[config.mk]
export PLATFORM = sky130hd
export DESIGN_NAME = lsu_ctrl_flat
export DESIGN_NICKNAME = d
export VERILOG_FILES = /design/src/rtl/lsu_ctrl_if.sv /design/src/rtl/lsu_ctrl.sv /design/src/flat_wrapper.sv
export SDC_FILE = /design/constraint.sdc
export NUM_CORES = 1
export LEC_CHECK = 0
export BUFFER_PORTS_ARGS = -buffer_cell sky130_fd_sc_hd__buf_4
export CORE_MARGIN = 8
export CORE_UTILIZATION = 30
export CTS_CLUSTER_DIAMETER = 100
export CTS_CLUSTER_SIZE = 25
export DETAILED_ROUTE_END_ITERATION = 12
export PLACE_DENSITY_LB_ADDON = 0.3
export SYNTH_ARGS = -nofsm -noshare
export SYNTH_HDL_FRONTEND = slang
export SYNTH_SLANG_ARGS = --single-unit
[constraint.sdc]
create_clock -name clk -period 4 [get_ports clk]
set_input_delay 0.4 -clock clk [delete_from_list [all_inputs] [get_ports clk]]
set_output_delay 0.4 -clock clk [all_outputs]
set_load 0.02 [all_outputs]
[src/rtl/lsu_ctrl_if.sv]
// Data-memory bus between the load/store unit (master) and data memory (slave).
// req/gnt accepts a request; rvalid returns read data at least one cycle after gnt.
`ifndef REG_DATA_WIDTH
`define REG_DATA_WIDTH 32
`endif
`ifndef FUNCT3_WIDTH
`define FUNCT3_WIDTH 3
`endif

interface lsu_ctrl_if;
   logic                       dmem_req;
   logic                       dmem_we;
   logic [`REG_DATA_WIDTH-1:0] dmem_addr;
   logic [3:0]                 dmem_be;
   logic [`REG_DATA_WIDTH-1:0] dmem_wdata;
   logic                       dmem_gnt;
   logic                       dmem_rvalid;
   logic [`REG_DATA_WIDTH-1:0] dmem_rdata;

   modport master (
      output dmem_req, dmem_we, dmem_addr, dmem_be, dmem_wdata,
      input  dmem_gnt, dmem_rvalid, dmem_rdata
   );

   modport slave (
      input  dmem_req, dmem_we, dmem_addr, dmem_be, dmem_wdata,
      output dmem_gnt, dmem_rvalid, dmem_rdata
   );
endinterface

[src/rtl/lsu_ctrl.sv]
// Load/store unit: runs one req/gnt/rvalid data-memory access per memory
// instruction, builds byte enables, aligns and extends load data, stalls the core.
//
// state  | meaning
// IDLE   | waiting for a memory instruction; illegal/misaligned ones go straight to DONE
// REQ    | dmem_req held with stable addr/be/wdata until gnt
// WAIT   | load granted, waiting for rvalid
// DONE   | one-cycle completion pulse, lsu_err valid
`ifndef REG_DATA_WIDTH
`define REG_DATA_WIDTH 32
`endif
`ifndef FUNCT3_WIDTH
`define FUNCT3_WIDTH 3
`endif

module lsu_ctrl #(
   parameter int WAIT_LIMIT = 255
) (
   input  logic                       clk,
   input  logic                       rst,
   input  logic                       mem_start,
   input  logic                       memread,
   input  logic                       memwrite,
   input  logic [`FUNCT3_WIDTH-1:0]   funct3,
   input  logic [`REG_DATA_WIDTH-1:0] addr,
   input  logic [`REG_DATA_WIDTH-1:0] store_data,
   output logic                       lsu_busy,
   output logic                       lsu_done,
   output logic                       lsu_err,
   output logic [`REG_DATA_WIDTH-1:0] load_data,
   lsu_ctrl_if.master                 dmem
);

   localparam int DW = `REG_DATA_WIDTH;
   localparam int CW = (WAIT_LIMIT > 0) ? $clog2(WAIT_LIMIT + 1) : 1;
   localparam logic [CW-1:0] LIM_M1 = CW'((WAIT_LIMIT > 0) ? WAIT_LIMIT - 1 : 0);

   typedef enum logic [1:0] {S_IDLE, S_REQ, S_WAIT, S_DONE} state_t;

   state_t        state, state_n;
   logic          accept, bad, f3_legal, misal, timeout, err_set;
   logic [3:0]    be_n;
   logic [DW-1:0] wdata_n;
   logic [CW-1:0] cnt;
   logic [1:0]    off_q;
   logic [2:0]    f3_q;
   logic          we_q, err_q;
   logic [DW-1:0] addr_q, wdata_q;
   logic [3:0]    be_q;
   logic [7:0]    lane_b;
   logic [15:0]   lane_h;
   logic [DW-1:0] ext;

   assign accept = (state == S_IDLE) && mem_start && (memread || memwrite);

   always_comb begin
      f3_legal = 1'b0;
      case (funct3)
         3'b000, 3'b001, 3'b010: f3_legal = 1'b1;
         3'b100, 3'b101:         f3_legal = memread;
         default:                f3_legal = 1'b0;
      endcase
      misal = ((funct3[1:0] == 2'b01) && addr[0]) ||
              ((funct3[1:0] == 2'b10) && (addr[1:0] != 2'b00));
      bad   = !f3_legal || misal;
      case (funct3[1:0])
         2'b00: begin
            be_n    = 4'b0001 << addr[1:0];
            wdata_n = {4{store_data[7:0]}};
         end
         2'b01: begin
            be_n    = 4'b0011 << {addr[1], 1'b0};
            wdata_n = {2{store_data[15:0]}};
         end
         default: begin
            be_n    = 4'b1111;
            wdata_n = store_data;
         end
      endcase
   end

   // A load granted on the last allowed cycle still times out in WAIT, hence >=.
   assign timeout = (WAIT_LIMIT != 0) && (cnt >= LIM_M1);

   always_ff @(posedge clk or posedge rst) begin
      if (rst) state <= S_IDLE;
      else     state <= state_n;
   end

   always_comb begin
      state_n = state;
      err_set = 1'b0;
      case (state)
         S_IDLE: begin
            if (accept) begin
               state_n = bad ? S_DONE : S_REQ;
               err_set = bad;
            end
         end
         S_REQ: begin
            if (dmem.dmem_gnt) begin
               state_n = we_q ? S_DONE : S_WAIT;
            end else if (timeout) begin
               state_n = S_DONE;
               err_set = 1'b1;
            end
         end
         S_WAIT: begin
            if (dmem.dmem_rvalid) begin
               state_n = S_DONE;
            end else if (timeout) begin
               state_n = S_DONE;
               err_set = 1'b1;
            end
         end
         default: state_n = S_IDLE;
      endcase
   end

   always_comb begin
      lsu_busy      = 1'b0;
      lsu_done      = 1'b0;
      dmem.dmem_req = 1'b0;
      dmem.dmem_we  = 1'b0;
      case (state)
         S_IDLE: lsu_busy = accept;
         S_REQ: begin
            lsu_busy      = 1'b1;
            dmem.dmem_req = 1'b1;
            dmem.dmem_we  = we_q;
         end
         S_WAIT:  lsu_busy = 1'b1;
         default: lsu_done = 1'b1;
      endcase
   end

   assign dmem.dmem_addr  = addr_q;
   assign dmem.dmem_be    = be_q;
   assign dmem.dmem_wdata = wdata_q;
   assign lsu_err         = err_q;

   always_comb begin
      case (off_q)
         2'd0:    lane_b = dmem.dmem_rdata[7:0];
         2'd1:    lane_b = dmem.dmem_rdata[15:8];
         2'd2:    lane_b = dmem.dmem_rdata[23:16];
         default: lane_b = dmem.dmem_rdata[31:24];
      endcase
      lane_h = off_q[1] ? dmem.dmem_rdata[31:16] : dmem.dmem_rdata[15:0];
      case (f3_q)
         3'b000:  ext = {{(DW-8){lane_b[7]}}, lane_b};
         3'b001:  ext = {{(DW-16){lane_h[15]}}, lane_h};
         3'b100:  ext = {{(DW-8){1'b0}}, lane_b};
         3'b101:  ext = {{(DW-16){1'b0}}, lane_h};
         default: ext = dmem.dmem_rdata;
      endcase
   end

   always_ff @(posedge clk or posedge rst) begin
      if (rst) begin
         off_q     <= '0;
         f3_q      <= '0;
         we_q      <= 1'b0;
         addr_q    <= '0;
         be_q      <= '0;
         wdata_q   <= '0;
         err_q     <= 1'b0;
         cnt       <= '0;
         load_data <= '0;
      end else begin
         err_q <= err_set;
         if (accept) begin
            off_q   <= addr[1:0];
            f3_q    <= funct3;
            we_q    <= !memread;
            addr_q  <= {addr[DW-1:2], 2'b00};
            be_q    <= be_n;
            wdata_q <= wdata_n;
         end
         if (accept && !bad)
            cnt <= '0;
         else if (state == S_REQ || state == S_WAIT)
            cnt <= cnt + 1'b1;
         if (state == S_WAIT && dmem.dmem_rvalid)
            load_data <= ext;
      end
   end

endmodule

[src/flat_wrapper.sv]
// flat-port wrapper written by rule: the top's interface ports become plain ports
module lsu_ctrl_flat 
#(
   parameter int WAIT_LIMIT = 255
)
  (clk, rst, mem_start, memread, memwrite, funct3, addr, store_data, lsu_busy, lsu_done, lsu_err, load_data, dmem_dmem_req, dmem_dmem_we, dmem_dmem_addr, dmem_dmem_be, dmem_dmem_wdata, dmem_dmem_gnt, dmem_dmem_rvalid, dmem_dmem_rdata);
  lsu_ctrl_if dmem_i ();
  input  logic clk;
  input  logic rst;
  input  logic mem_start;
  input  logic memread;
  input  logic memwrite;
  input  logic [`FUNCT3_WIDTH-1:0] funct3;
  input  logic [`REG_DATA_WIDTH-1:0] addr;
  input  logic [`REG_DATA_WIDTH-1:0] store_data;
  output logic lsu_busy;
  output logic lsu_done;
  output logic lsu_err;
  output logic [`REG_DATA_WIDTH-1:0] load_data;
  output wire logic [$bits(dmem_i.dmem_req)-1:0] dmem_dmem_req;
  output wire logic [$bits(dmem_i.dmem_we)-1:0] dmem_dmem_we;
  output wire logic [$bits(dmem_i.dmem_addr)-1:0] dmem_dmem_addr;
  output wire logic [$bits(dmem_i.dmem_be)-1:0] dmem_dmem_be;
  output wire logic [$bits(dmem_i.dmem_wdata)-1:0] dmem_dmem_wdata;
  input wire logic [$bits(dmem_i.dmem_gnt)-1:0] dmem_dmem_gnt;
  input wire logic [$bits(dmem_i.dmem_rvalid)-1:0] dmem_dmem_rvalid;
  input wire logic [$bits(dmem_i.dmem_rdata)-1:0] dmem_dmem_rdata;
  assign dmem_dmem_req = dmem_i.dmem_req;
  assign dmem_dmem_we = dmem_i.dmem_we;
  assign dmem_dmem_addr = dmem_i.dmem_addr;
  assign dmem_dmem_be = dmem_i.dmem_be;
  assign dmem_dmem_wdata = dmem_i.dmem_wdata;
  assign dmem_i.dmem_gnt = dmem_dmem_gnt;
  assign dmem_i.dmem_rvalid = dmem_dmem_rvalid;
  assign dmem_i.dmem_rdata = dmem_dmem_rdata;
  lsu_ctrl #(.WAIT_LIMIT(WAIT_LIMIT)) u_core (.clk(clk), .rst(rst), .mem_start(mem_start), .memread(memread), .memwrite(memwrite), .funct3(funct3), .addr(addr), .store_data(store_data), .lsu_busy(lsu_busy), .lsu_done(lsu_done), .lsu_err(lsu_err), .load_data(load_data), .dmem(dmem_i));
endmodule
# Yosys cells after proc, flatten, opt, wreduce, memory -nomap -nowiden
# Index checks and enable logic that the tools add are counted.
[word_totals]
ff_bits = 115
inputBits = 106
wordCells = 76
[classes]
add_sub_neg = 1
magnitude_cmp = 1
n_eq_ne = 14
n_shift = 2
mux = 24
reduce_logical = 24
[op_table]
columns = ["cell", "count"]
rows = [
  ["$pmux W32 S4", 1],
  ["$pmux W32 S2", 1],
  ["$pmux W8 S3", 1],
  ["$mux W16", 1],
  ["$mux W8", 2],
  ["$eq A3 B3 Y1 const B", 4],
  ["$mux W2", 5],
  ["$add A8 B1 Y8 const B", 1],
  ["$ge A8 B8 Y1 const B", 1],
  ["$mux W1", 8],
  ["$pmux W4 S2", 1],
  ["$eq A2 B1 Y1 const B", 3],
  ["$eq A2 B2 Y1 const B", 3],
  ["$eq A3 B1 Y1 const B", 2],
  ["$logic_and A1 B1 Y1", 6],
  ["$logic_not A2 Y1", 3],
  ["$logic_not A3 Y1", 2],
  ["$pmux W2 S3", 1],
  ["$reduce_or A3 Y1", 2],
  ["$logic_or A1 B1 Y1", 4],
  ["$pmux W1 S2", 2],
  ["$reduce_bool A2 Y1", 2],
  ["$reduce_or A2 Y1", 2],
  ["$shl A1 B2 Y4 const A", 1],
  ["5 further kinds", 7],
]

# Logic depth before layout (Yosys ltp)
[logic_depth]
ltp_word = 8
mapped_depth = 8
depth_no_buf = 6

# Least setup slack after synthesis
# Ideal clock, no wire load.
[synth_path]
path_type = "flip-flop to output port"
from = "register u_core.state[0]"
to = "output port lsu_busy"
arrival_time_ns = 1.710
required_time_ns = 3.600
setup_slack_ns = 1.890
stages_incl_launch_ff = 8
n_path_buf = 3
cell_sequence = "dfrtp_1 -> inv_1 -> ha_1 -> buf_2 -> o211ai_1 -> buf_2 -> clkbuf_1 -> a21oi_1"
[synth_via]
elab_chain_len = 4
elab_cells_between_ends = 7
cone_classes = "eq/ne: 2; mux: 1; reduce/logical: 4"
[synth_rtl]
columns = ["element", "line_no", "source"]
rows = [
  ["from (decl)", "lsu_ctrl.sv:40", "state_t state, state_n;"],
  ["from (signal assigned)", "lsu_ctrl.sv:87", "else state <= state_n;"],
  ["$logic_not A2 Y1", "lsu_ctrl.sv:54, lsu_ctrl.sv:125", ""],
  ["$logic_and A1 B1 Y1 (2 in a row)", "lsu_ctrl.sv:54", "assign accept = (state == S_IDLE) && mem_start && (memread || memwrite);"],
  ["$pmux W1 S2 *", "lsu_ctrl.sv:125", "case (state)"],
  ["to (decl)", "flat_wrapper.sv:16", "output logic lsu_busy;"],
]
# Every way passes the cells marked *; elsewhere a longest branch is shown, timed or not.

# Final worst setup path
# Same ends and word-level chain as after synthesis.

==> impl_metrics.xml <==
<?xml version="1.0" encoding="UTF-8"?>
<metrics>
  <group name="logic_synthesis">
    <metric name="yosysTopAreaCellShare" unit="%">51.90</metric>
    <metric name="post_synth_fa_ha_maj_area_fraction" unit="%">1.354</metric>
    <metric name="synthesized_area_fraction_occupied_by_ao_oa_aoi_and_oai_cells" unit="%">16.70</metric>
    <metric name="synth.avg_cell_area" unit="um2">10.71</metric>
    <metric name="synth_xor_xnor_area_share" unit="%">1.106</metric>
    <metric name="synth_top_area_cell" unit="">dfrtp_1</metric>
    <metric name="synth_top_family_by_area" unit="">compound AO/OA/AOI/OAI gates</metric>
    <metric name="mappedNetlistArea" unit="um2">5545</metric>
    <metric name="synth.yosys.warnings" unit="">0</metric>
    <metric name="async_reset_ff_share" unit="%">100.0</metric>
    <metric name="synthCells" unit="">518</metric>
    <metric name="synth.mux.area_fraction" unit="%">14.49</metric>
    <metric name="ys_seq_area_share" unit="%">51.90</metric>
    <metric name="synth_ff_type" unit="">dfrtp_1</metric>
    <metric name="synth.distinct_cells" unit="">45</metric>
    <metric name="synth_edf_count" unit="">0</metric>
    <metric name="number_of_flip_flops_and_latches_in_the_synthesized_netlist" unit="">115</metric>
    <metric name="ys_top_cells_by_area" unit="">dfrtp_1 52%, mux2_2 9.7%, o21ai_0 5.1%</metric>
    <metric name="synth-simple-area-share" unit="%">10.22</metric>
  </group>
  <group name="detailed_routing">
    <metric name="drt_iter0_drc" unit="">249</metric>
    <metric name="drt_wl_total" unit="mm">18.07</metric>
    <metric name="drcViolationCount" unit="">0</metric>
    <metric name="via_density_per_instance" unit="">4.961</metric>
    <metric name="wl_per_cell" unit="um">18.86</metric>
    <metric name="routed-via-count" unit="">4753</metric>
    <metric name="postRouteAntennaNets" unit="">0</metric>
    <metric name="dr.pass1.iters" unit="">4</metric>
  </group>
  <group name="sta">
    <metric name="setup_viol_count_final" unit="">0</metric>
    <metric name="hold_violations" unit="">0</metric>
    <metric name="maxClockFrequency" unit="MHz">384.3</metric>
    <metric name="totalNegativeSetupSlack" unit="ps">0</metric>
    <metric name="worst_pin_slew" unit="ps">1016</metric>
    <metric name="clock-skew-final" unit="ps">5.946</metric>
    <metric name="rsz0062_at_grt" unit="">false</metric>
    <metric name="final.min_clock_period" unit="ps">2602</metric>
    <metric name="timing.hold.ws" unit="ps">204.9</metric>
    <metric name="slew_headroom" unit="%">32.29</metric>
    <metric name="timing.final.crit_share" unit="%">65.06</metric>
    <metric name="drv_slew" unit="">0</metric>
  </group>
  <group name="pwr">
    <metric name="vdd_drop_max" unit="V">0.0004166</metric>
    <metric name="p_leak" unit="nW">3.647</metric>
    <metric name="power.density" unit="nW/um2">843.9</metric>
  </group>
  <group name="floorplanning">
    <metric name="core.rowCount" unit="">49</metric>
    <metric name="pin_count" unit="">211</metric>
    <metric name="die-area" unit="um2">23090</metric>
    <metric name="initial_utilization" unit="%">30.76</metric>
    <metric name="placeableCoreArea" unit="um2">18020</metric>
    <metric name="dieWidth" unit="um">152.0</metric>
    <metric name="fp.dieH" unit="um">152.0</metric>
  </group>
  <group name="worst_setup_path">
    <metric name="timing.critical_path.to" unit="">lsu_busy</metric>
    <metric name="crit-reg2reg-launch" unit="">u_core.off_q[1]</metric>
    <metric name="cp_slowest_stage_delay" unit="ps">470</metric>
    <metric name="r2r_cells" unit="">4</metric>
    <metric name="r2r_slack" unit="ps">1530</metric>
    <metric name="critPathKind" unit="">flip-flop to output pin</metric>
    <metric name="crit_start" unit="">u_core.state[0]</metric>
    <metric name="critPathMostFrequentCell" unit="">buf_4</metric>
    <metric name="cp_cell_sequence" unit="">inv_1 &gt; ha_1 &gt; o211ai_1 &gt; buf_4 &gt; a21oi_1 &gt; buf_4</metric>
    <metric name="critPathMaxFanout" unit="">42</metric>
    <metric name="worst_path_max_delay_cell" unit="">buf_4</metric>
    <metric name="crit_path_start_kind" unit="">flip-flop</metric>
    <metric name="endpoint_kind" unit="">output pin</metric>
    <metric name="critical_path_required" unit="ps">3600</metric>
    <metric name="worst_path_arrival" unit="ps">2200</metric>
    <metric name="worst_r2r_end" unit="">u_core.load_data[26]</metric>
  </group>
  <group name="final_layout">
    <metric name="num_antenna_cells" unit="">0</metric>
    <metric name="syn2layout_area_growth" unit="%">40.61</metric>
    <metric name="final_nets" unit="">828</metric>
    <metric name="fillCellCount" unit="">1775</metric>
    <metric name="layout-drive-gt1-share" unit="%">43.21</metric>
  </group>
  <group name="global_route">
    <metric name="number_of_antenna_violations_at_the_first_check_in_global_routing" unit="">0</metric>
    <metric name="number_of_global_route_vias_before_repair" unit="">5191</metric>
    <metric name="grt_max_degree" unit="">82</metric>
    <metric name="grt.overflow.total" unit="">0</metric>
    <metric name="grtUsageTotal" unit="%">15.48</metric>
    <metric name="grt_first_pass_wirelength" unit="mm">28.75</metric>
  </group>
  <group name="clock_network">
    <metric name="tritoncts.num_buffers" unit="">17</metric>
    <metric name="cts.repair_timing.setup_buffer_count" unit="">0</metric>
    <metric name="cts_num_sinks" unit="">115</metric>
    <metric name="ctsHoldBuffers" unit="">0</metric>
    <metric name="number_of_buffers_between_clock_root_and_the_deepest_sink" unit="">2</metric>
    <metric name="cts_tree" unit="">done</metric>
    <metric name="cts-root-buf" unit="">clkbuf_16</metric>
    <metric name="ctsHtreeMaxLevel" unit="">4</metric>
    <metric name="ctsResizeCount" unit="">0</metric>
    <metric name="cts.reportedPaths.clkPinSlew" unit="ps">60</metric>
    <metric name="insertion_delay" unit="ps">410</metric>
  </group>
  <group name="placement">
    <metric name="io_buffers" unit="">208</metric>
    <metric name="dp_hpwl" unit="mm">13.68</metric>
    <metric name="gp_congestion" unit="">0.8504</metric>
  </group>
  <group name="flow_run">
    <metric name="reported_max_cap_violation_count" unit="">0</metric>
  </group>
  <group name="run_status">
    <metric name="run_status" unit="">finished clean</metric>
  </group>
  <group name="hold_path">
    <metric name="hold_path_startpoint" unit="">mem_start</metric>
    <metric name="hold-path-cell-count" unit="">2</metric>
    <metric name="min_path_type" unit="">input pin to flip-flop</metric>
  </group>
</metrics>
-- critical path, delay by kind of cell (launching register included) --
kind / cells / cell delay [ps]
fa+ha+maj: 1 / 320
buf+inv: 3 / 740
flops: 1 / 430
compound gates: 2 / 290
-- cell type report --
| cell class | count | area, um2 | area share, % |
|---|---|---|---|
| inverters | 12 | 47.55 | 0.6098 |
| clock buffers | 18 | 429.2 | 5.504 |
| flip-flops and latches | 115 | 2878 | 36.91 |
| multi-input cells | 356 | 2440 | 31.29 |
| repair buffers | 214 | 1607 | 20.60 |
| clock inverters | 14 | 110.1 | 1.412 |
| well taps | 229 | 286.5 | 3.675 |
-- kinds of logic after synthesis --
kind of cell,after synthesis
adders and majority gates,6
DFF,115
buffers and inverters,48
and+or+nand+nor,117
other,1
xor gates and xnor gates,7
AOI/OAI and AO/OA,151
muxes,73
-- layout by cell type (no fill, tap or decap), drive strengths merged, types with 3 or more instances in the layout --
| master | count |
|---|---|
| buf | 214 |
| dfrtp | 115 |
| o21ai | 66 |
| nand2 | 50 |
| mux2 | 48 |
| a21oi | 42 |
| nor2 | 24 |
| mux2i | 24 |
| clkbuf | 18 |
| o211ai | 17 |
| inv | 13 |
| clkinv | 9 |
| nor3 | 8 |
| nand3b | 8 |
| and3b | 7 |
| a211oi | 7 |
| o221a | 7 |
| ha | 6 |
| nand2b | 5 |
| and3 | 4 |
| nand4 | 4 |
| xor2 | 4 |
| clkinvlp | 4 |
| a31oi | 3 |
| xnor2 | 3 |
| a21o | 3 |
-- worst min path at each step --
stage                                             to  slack [ps]
final                                    u_core.we_q         200
after global routing                     u_core.we_q         180
after CTS                                u_core.we_q         180
after detailed placement      u_core.dmem.dmem_be[3]         480
after global placement    u_core.dmem.dmem_wdata[23]         470
after floorplan                       u_core.f3_q[2]         500
-- cell usage after synthesis (all sizes together) (6+ instances only) --
library cell	n
dfrtp	115
o21ai	66
nand2	50
mux2	48
a21oi	42
mux2i	24
nor2	24
clkbuf	19
buf	17
o211ai	17
inv	11
nand3b	8
nor3	8
a211oi	7
and3b	7
o221a	7
ha	6
-- per-layer routing --
metal	part of all wire [%]	GRT usage [%]
met1	43	19.08
met2	45	23.55
met3	8.5	6.068
met4	2.6	6.789
met5	0	0
-- registers in the layout, indices dropped and copies added, names as in the netlist --
register	cells
u_core.f3_q	3
u_core.lsu_err	1
u_core.off_q	2
u_core.load_data	32
u_core.dmem.dmem_wdata	32
u_core.dmem.dmem_addr	30
u_core.we_q	1
u_core.dmem.dmem_be	4
u_core.state	2
u_core.cnt	8
-- power breakdown --
part           switching [mW]  total, mW  internal (mW)  leakage (nW)
logic                    1.65       2.99           1.34          2.00
registers               0.479       2.22           1.74          1.39
clock network           0.580       1.38          0.796         0.253
total                    2.71       6.58           3.87          3.65
-- stage by stage --
step	util (%)	instances	worst slack, ps	cell area (um2)	total power, mW
floorplan	-	519	555.9	5549	3.948
global placement	40.27	926	1638	7258	5.128
detailed placement	40.27	926	1522	7258	5.253
CTS	43.26	958	1394	7797	6.666
global route	43.26	958	1243	7797	7.010
finish	43.26	958	1398	7797	6.581
No activity file was read; power rests on OpenSTA's default activity.
